File: config.mk
export PLATFORM = sky130hd
export DESIGN_NAME = ysyx_22041211_ifu_fetch
export DESIGN_NICKNAME = d
export VERILOG_FILES = /design/src/rtl/ysyx_22041211_ifu_fetch.sv
export SDC_FILE = /design/constraint.sdc
export NUM_CORES = 1
export LEC_CHECK = 0
export ABC_CLOCK_PERIOD_IN_PS = 4400
export BUFFER_PORTS_ARGS = -buffer_cell sky130_fd_sc_hd__buf_2
export CORE_UTILIZATION = 45
export DETAILED_ROUTE_END_ITERATION = 12
export PLACE_DENSITY = 0.79
export SYNTH_ARGS = -nofsm -noshare
export SYNTH_HDL_FRONTEND = slang
export SYNTH_SLANG_ARGS = --single-unit
File: constraint.sdc
create_clock -name clk -period 4.4 [get_ports clk]
set_clock_uncertainty 0.05 [all_clocks]
set_input_delay 0.44 -clock clk [delete_from_list [all_inputs] [get_ports clk]]
set_output_delay 0.44 -clock clk [all_outputs]
set_load 0.02 [all_outputs]
File: src/rtl/ysyx_22041211_ifu_fetch.sv
// Instruction fetch stage: one read per PC, response presented to decode as {inst, pc, fault}.
// Latency: zero-wait memory gives request at n, response at n+1, inst_valid at n+2 (3 cycles/inst).
// Backpressure: request held stable until mem_req_ready_i; instruction held stable until inst_ready_i.
//
// Ports:
//   clk, rst           clock (rising edge) and asynchronous active-low reset
//   pc_i / pc_wen_o    current PC in; one-cycle advance pulse when decode takes an instruction
//   flush_i            redirect from execute; the fetch in flight is thrown away
//   mem_req_*          valid/ready read request (addr)
//   mem_rsp_*          valid/ready read response (data, err)
//   inst_*             valid/ready instruction to decode (inst, pc, fault)
module ysyx_22041211_ifu_fetch #(
    parameter int ADDR_LEN = 32,
    parameter int INST_LEN = 32
) (
    input  logic                clk,
    input  logic                rst,
    input  logic [ADDR_LEN-1:0] pc_i,
    output logic                pc_wen_o,
    input  logic                flush_i,
    output logic                mem_req_valid_o,
    input  logic                mem_req_ready_i,
    output logic [ADDR_LEN-1:0] mem_req_addr_o,
    input  logic                mem_rsp_valid_i,
    output logic                mem_rsp_ready_o,
    input  logic [INST_LEN-1:0] mem_rsp_data_i,
    input  logic                mem_rsp_err_i,
    output logic                inst_valid_o,
    input  logic                inst_ready_i,
    output logic [INST_LEN-1:0] inst_o,
    output logic [ADDR_LEN-1:0] inst_pc_o,
    output logic                inst_fault_o
);

    typedef enum logic [1:0] {
        ST_IDLE = 2'd0,
        ST_REQ  = 2'd1,
        ST_WAIT = 2'd2,
        ST_HOLD = 2'd3
    } state_t;

    state_t              state_q, state_d;
    // entry_q marks the first cycle of REQ. The PC register advances (pc_wen_o)
    // or takes a redirect (flush_i) on the same edge that moves us into REQ, so
    // pc_i is only trustworthy from that first REQ cycle onwards; it is used
    // live then and frozen into addr_q for the rest of the request.
    logic                entry_q, entry_d;
    // drop_q: the outstanding request belongs to a flushed path; its response
    // must be swallowed rather than handed to decode.
    logic                drop_q, drop_d;
    logic [ADDR_LEN-1:0] addr_q, addr_d;
    logic [INST_LEN-1:0] inst_q, inst_d;
    logic                fault_q, fault_d;

    logic [ADDR_LEN-1:0] req_addr;
    logic                misaligned;

    assign req_addr   = entry_q ? pc_i : addr_q;
    assign misaligned = (req_addr[1:0] != 2'b00);

    always_ff @(posedge clk or negedge rst) begin
        if (!rst) begin
            state_q <= ST_IDLE;
            entry_q <= 1'b0;
            drop_q  <= 1'b0;
            addr_q  <= '0;
            inst_q  <= '0;
            fault_q <= 1'b0;
        end else begin
            state_q <= state_d;
            entry_q <= entry_d;
            drop_q  <= drop_d;
            addr_q  <= addr_d;
            inst_q  <= inst_d;
            fault_q <= fault_d;
        end
    end

    always_comb begin
        state_d         = state_q;
        entry_d         = 1'b0;
        drop_d          = drop_q;
        addr_d          = addr_q;
        inst_d          = inst_q;
        fault_d         = fault_q;
        mem_req_valid_o = 1'b0;
        mem_rsp_ready_o = 1'b0;
        inst_valid_o    = 1'b0;
        pc_wen_o        = 1'b0;

        case (state_q)
            ST_IDLE: begin
                state_d = ST_REQ;
                entry_d = 1'b1;
            end

            ST_REQ: begin
                addr_d = req_addr;
                if (misaligned) begin
                    // Nothing was sent to memory, so a flush here simply
                    // restarts REQ on the redirected PC.
                    if (flush_i) begin
                        entry_d = 1'b1;
                    end else begin
                        state_d = ST_HOLD;
                        inst_d  = '0;
                        fault_d = 1'b1;
                    end
                end else begin
                    // A request once raised is never withdrawn; a flush only
                    // marks its eventual response as stale.
                    mem_req_valid_o = 1'b1;
                    if (flush_i) begin
                        drop_d = 1'b1;
                    end
                    if (mem_req_ready_i) begin
                        state_d = ST_WAIT;
                    end
                end
            end

            ST_WAIT: begin
                mem_rsp_ready_o = 1'b1;
                if (mem_rsp_valid_i) begin
                    if (drop_q || flush_i) begin
                        drop_d  = 1'b0;
                        state_d = ST_REQ;
                        entry_d = 1'b1;
                    end else begin
                        inst_d  = mem_rsp_data_i;
                        fault_d = mem_rsp_err_i;
                        state_d = ST_HOLD;
                    end
                end else if (flush_i) begin
                    drop_d = 1'b1;
                end
            end

            ST_HOLD: begin
                inst_valid_o = 1'b1;
                // Flush wins over a simultaneous decode accept: the PC must
                // take the redirect, not advance.
                if (flush_i) begin
                    state_d = ST_REQ;
                    entry_d = 1'b1;
                end else if (inst_ready_i) begin
                    pc_wen_o = 1'b1;
                    state_d  = ST_REQ;
                    entry_d  = 1'b1;
                end
            end

            default: begin
                state_d = ST_IDLE;
            end
        endcase
    end

    assign mem_req_addr_o = req_addr;
    assign inst_o         = inst_q;
    assign inst_pc_o      = addr_q;
    assign inst_fault_o   = fault_q;

endmodule

# Yosys cells after proc, flatten, opt, wreduce, memory -nomap -nowiden
# Index checks and enable logic that the tools add are counted.
[totals]
in_bits = 71
wordCells = 62
reg_bits = 69
out_inout_bits = 101
[classes]
muxes = 37
n_eq_ne = 12
reduce_logical = 7
[op_table]
columns = ["operator", "count"]
rows = [
  ["32-bit 2-to-1 mux", 5],
  ["32-bit case mux with 2 select lines", 1],
  ["1-bit 2-to-1 mux", 20],
  ["2-bit 2-to-1 mux", 7],
  ["3-bit inequality test (second input constant)", 4],
  ["2-bit inequality test (second input constant)", 5],
  ["2-bit case mux with 4 select lines", 1],
  ["5-bit AND reduction", 1],
  ["2-bit equality test (second input constant)", 2],
  ["1-bit case mux with 2 select lines", 2],
  ["1-bit case mux with 4 select lines", 1],
  ["4-bit AND reduction", 1],
  ["2-bit nonzero test", 2],
  ["3-bit AND reduction", 1],
  ["2-bit by 1-bit equality test with 1-bit output (second input constant)", 1],
  ["2-bit zero test", 1],
  ["1-bit logical OR", 1],
]

# Depth between registers and ports, before layout
[logic_depth]
depth_word = 4
mapped_depth = 8

# Worst setup path after synthesis
# No wires, ideal clock.
[synth_timing]
path_kind = "reg-to-reg"
from = "register state_q[1]"
to = "register fault_q, in the netlist inst_fault_o"
path_slack_ps = 2494
synth_period_minus_slack_ps = 1906
path_stages_with_launch = 8
required_time_ps = 4223
t_arrival_ps = 1728
path_cell_list = "dfrtp_1 inv_1 ha_1 clkbuf_1 nor2b_1 a31oi_1 nor3_4 mux2_1"
[synth_between]
elab_chain_len = 3
elab_cells_between_ends = 9
classes_between = "eq/ne (6); mux (1); reduce/logical (2)"
[synth_lines]
columns = ["element", "line_no", "text"]
rows = [
  ["start: declaration", "42", "state_t state_q, state_d;"],
  ["start signal: assignment", "70", "state_q <= state_d;"],
  ["2-bit equality test / 2-bit by 1-bit equality test with 1-bit output (equally long branches)", "91", "case (state_q)"],
  ["2-bit inequality test (no source line) / 2-bit nonzero test (equally long branches)", "--", ""],
  ["5-bit AND reduction (no source line)", "--", ""],
  ["end signal: assignment", "75", "fault_q <= fault_d;"],
  ["end: declaration", "53", "logic fault_q, fault_d;"],
]
# Parallel ways exist; a longest one is shown, timed or not.
# A chain may end at the register's enable or synchronous reset.

# Worst setup path after layout
# Ends and elaborated chain as after synthesis.

==> results.cfg <==
[setup_path]
crit_end = inst_fault_o$_DFFE_PN0P_
end_kind = register
setup.worst_path.start = state_q[1]$_DFFE_PN0P_
cp_max_fo = 37
r2r-end = inst_fault_o$_DFFE_PN0P_
worstPathRequired_ns = 4.57
worst_ep_arrival_time_ns = 3.04
start_kind = register
timing.rr.start = state_q[1]$_DFFE_PN0P_
crit_type = register to register
reg2reg_depth = 8
regToRegSetupSlack_ns = 1.53

[cts]
clock_path_buffers = 2
cts.htree.levels = 3
cts_sinks = 69
cts_inserted_buffers = 9
root_buffer = clkbuf_8
clk_latency_ns = 0.33
clkTransAtPathRegs_ns = 0.07
cts_setup_buffers = 0
cts_resized = 0
tritoncts = built
ctsHoldBuffers = 0

[place]
post_dp_cell_area_mm2 = 0.00433
gp_congestion = 0.820
port_buffers = 171
post-dp-hpwl_um = 5860

[power]
seqPwrFrac_pct = 29.9
intPower_w = 0.00196
power_density_mw_per_mm2 = 809
switching_share_pct = 46.5
peakVddDrop_mv = 0.385
total_leakage_power_nw = 2.28
p_switching_w = 0.00170
pwr-share-clk_pct = 13.7
combinationalPowerShare_pct = 56.4

[die]
floorplan.initialDensity_pct = 46.7
die_h_um = 89.0
num_rows = 31
die_x_um = 89.0
io_pins = 172
die_area_mm2 = 0.00792
coreArea_mm2 = 0.00729

[synth]
yosysSeqAreaShare_pct = 50.7
syn-instance-count = 349
ys_async_sr_fraction_pct = 100
yosys_most_used_dff = dfrtp_1
synth_cell_type_count = 31
synth_edf_count = 0
avgSynthCellArea_um2 = 9.76
synth_top_area_cell = dfrtp_1
yosys_warnings = 0
synth_area_mm2 = 0.00341
yosys-top-cells-area = dfrtp_1 (51%), nor2_1 (11%), mux2_2 (11%)
netlist.area_leader.share_pct = 50.7
synth_fp_nets = 425
synth_seq_cells = 69

[route]
routed_via_density = 4.70
routed_wl_um = 7920
drcViolationCount = 0
post_drt_wl_per_cell_um = 12.7
vias = 2923
drtAntennaViolNets = 0
drt_first_iter_violations = 124
first_pass_iters = 4

[sta]
setup_viol = 0
tightest_slew_ns = 0.701
relSlewSlack_pct = 53.3
max_freq_ghz = 0.349
fin_setup_tns_ns = 0
hold_violations = 0
post-route-period-util_pct = 65.2
rsz0062_at_grt = no
maxSlewViolCount = 0
period_needed_ns = 2.87

[cells_and_area]
fin_nets = 594
design_area_mm2 = 0.00453
final_util_pct = 62.1
drive_above_1_share_pct = 44.0
n_antenna_cell = 0
area_delta_synth_final_pct = 32.9

[grt]
grt_pass1_wl_um = 12100
grt_max_degree = 40
antenna_found_initial = 0
grt_overflow = 0
grt_pass1_vias = 2646
grt.total_usage_pct = 20.0

[status]
status = finished clean

[min_path]
min_path_type = input port to asynchronous set/reset pin

[job]
max-cap-violations = 0
[sequential cells by signal, summed over array words and instances, names as in the netlist]
signal and cells:
inst_fault_o 1, drop_q 1, state_q 2, inst_o 32, inst_pc_o 32, entry_q 1
[power by group through the flow]
stage | sequential [W] | combinational [W] | clock, W
2_1_floorplan | 0.00141 | 0.00116 | 0
3_3_place_gp | 0.00110 | 0.00204 | 0
3_5_place_dp | 0.00110 | 0.00209 | 0
4_1_cts | 0.00110 | 0.00209 | 0.000514
5_1_grt | 0.00113 | 0.00228 | 0.000542
6_report | 0.00109 | 0.00207 | 0.000501
[cell families (layout without fill, tap and decap cells)]
family	Yosys count	count (layout)	synth area share, %
compound gates	10	10	2.46
flops	69	69	50.7
buf+inv	58	232	7.16
fa+ha+maj	5	5	1.84
mux	67	67	20.9
simple gates	140	140	17.0
[worst max-delay path: stages (launching register included)]
cell     delay [ns]
dfrtp_1        0.41
inv_1          0.10
ha_1           0.18
buf_4          0.24
inv_2          0.46
a21oi_4        0.10
nor3_4         0.50
buf_4          0.36
mux2_1         0.34
[stage by stage]
step	power, W	cells	setup slack (ns)	hold slack [ns]
3_5_place_dp	0.00319	606	1.53	0.456
2_1_floorplan	0.00256	349	2.49	0.0944
3_3_place_gp	0.00313	606	1.59	0.449
6_report	0.00366	622	1.53	0.0963
4_1_cts	0.00370	622	1.50	0.111
5_1_grt	0.00395	622	1.30	0.143
[final cells by class]
class / instances / area (µm²)
inverter: 39 / 146
sequential: 69 / 1730
tap: 99 / 124
fill: 640 / 2770
multi-input combinational: 222 / 1440
clock buffer: 12 / 145
timing repair buffer: 177 / 901
clock inverter: 4 / 47.5
[synthesized netlist by cell type (all sizes together), types with 3 or more instances]
| master | count |
|---|---|
| mux2i | 34 |
| inv | 39 |
| buf | 6 |
| o21ai | 3 |
| dfrtp | 69 |
| nor2 | 97 |
| ha | 5 |
| mux2 | 33 |
| nand2 | 33 |
| clkbuf | 13 |
[per-layer routing]
layer	up-vias	track usage, %	part of all wire (%)
met5	-	0	0
met4	0	6.93	1.4
met3	10	5.72	8.8
met2	118	34.5	47
met1	1358	24.0	42
li1	1437	-	-
[placed cells by master, fill, tap and decap left out, types with 2 or more instances in the layout]
cell / n
ha_1: 5
buf_4: 6
nor2b_1: 2
clkinv_2: 2
inv_1: 38
dfrtp_1: 69
nor2_1: 97
clkbuf_8: 10
mux2_2: 32
buf_2: 171
mux2i_1: 34
nand2_1: 33
o21ai_1: 2
clkbuf_1: 2
[worst min path at each step]
stage	to	slack, ns	depth (start not counted)
floorplan	drop_q$_DFFE_PN0P_	0.09	0
global placement	inst_fault_o$_DFFE_PN0P_	0.45	1
detailed placement	inst_fault_o$_DFFE_PN0P_	0.46	1
CTS	inst_pc_o[30]$_DFFE_PN0P_	0.11	1
global route	inst_pc_o[27]$_DFFE_PN0P_	0.14	1
finish	inst_pc_o[30]$_DFFE_PN0P_	0.1	1
Note: power is estimated with default switching activity, not from simulation.
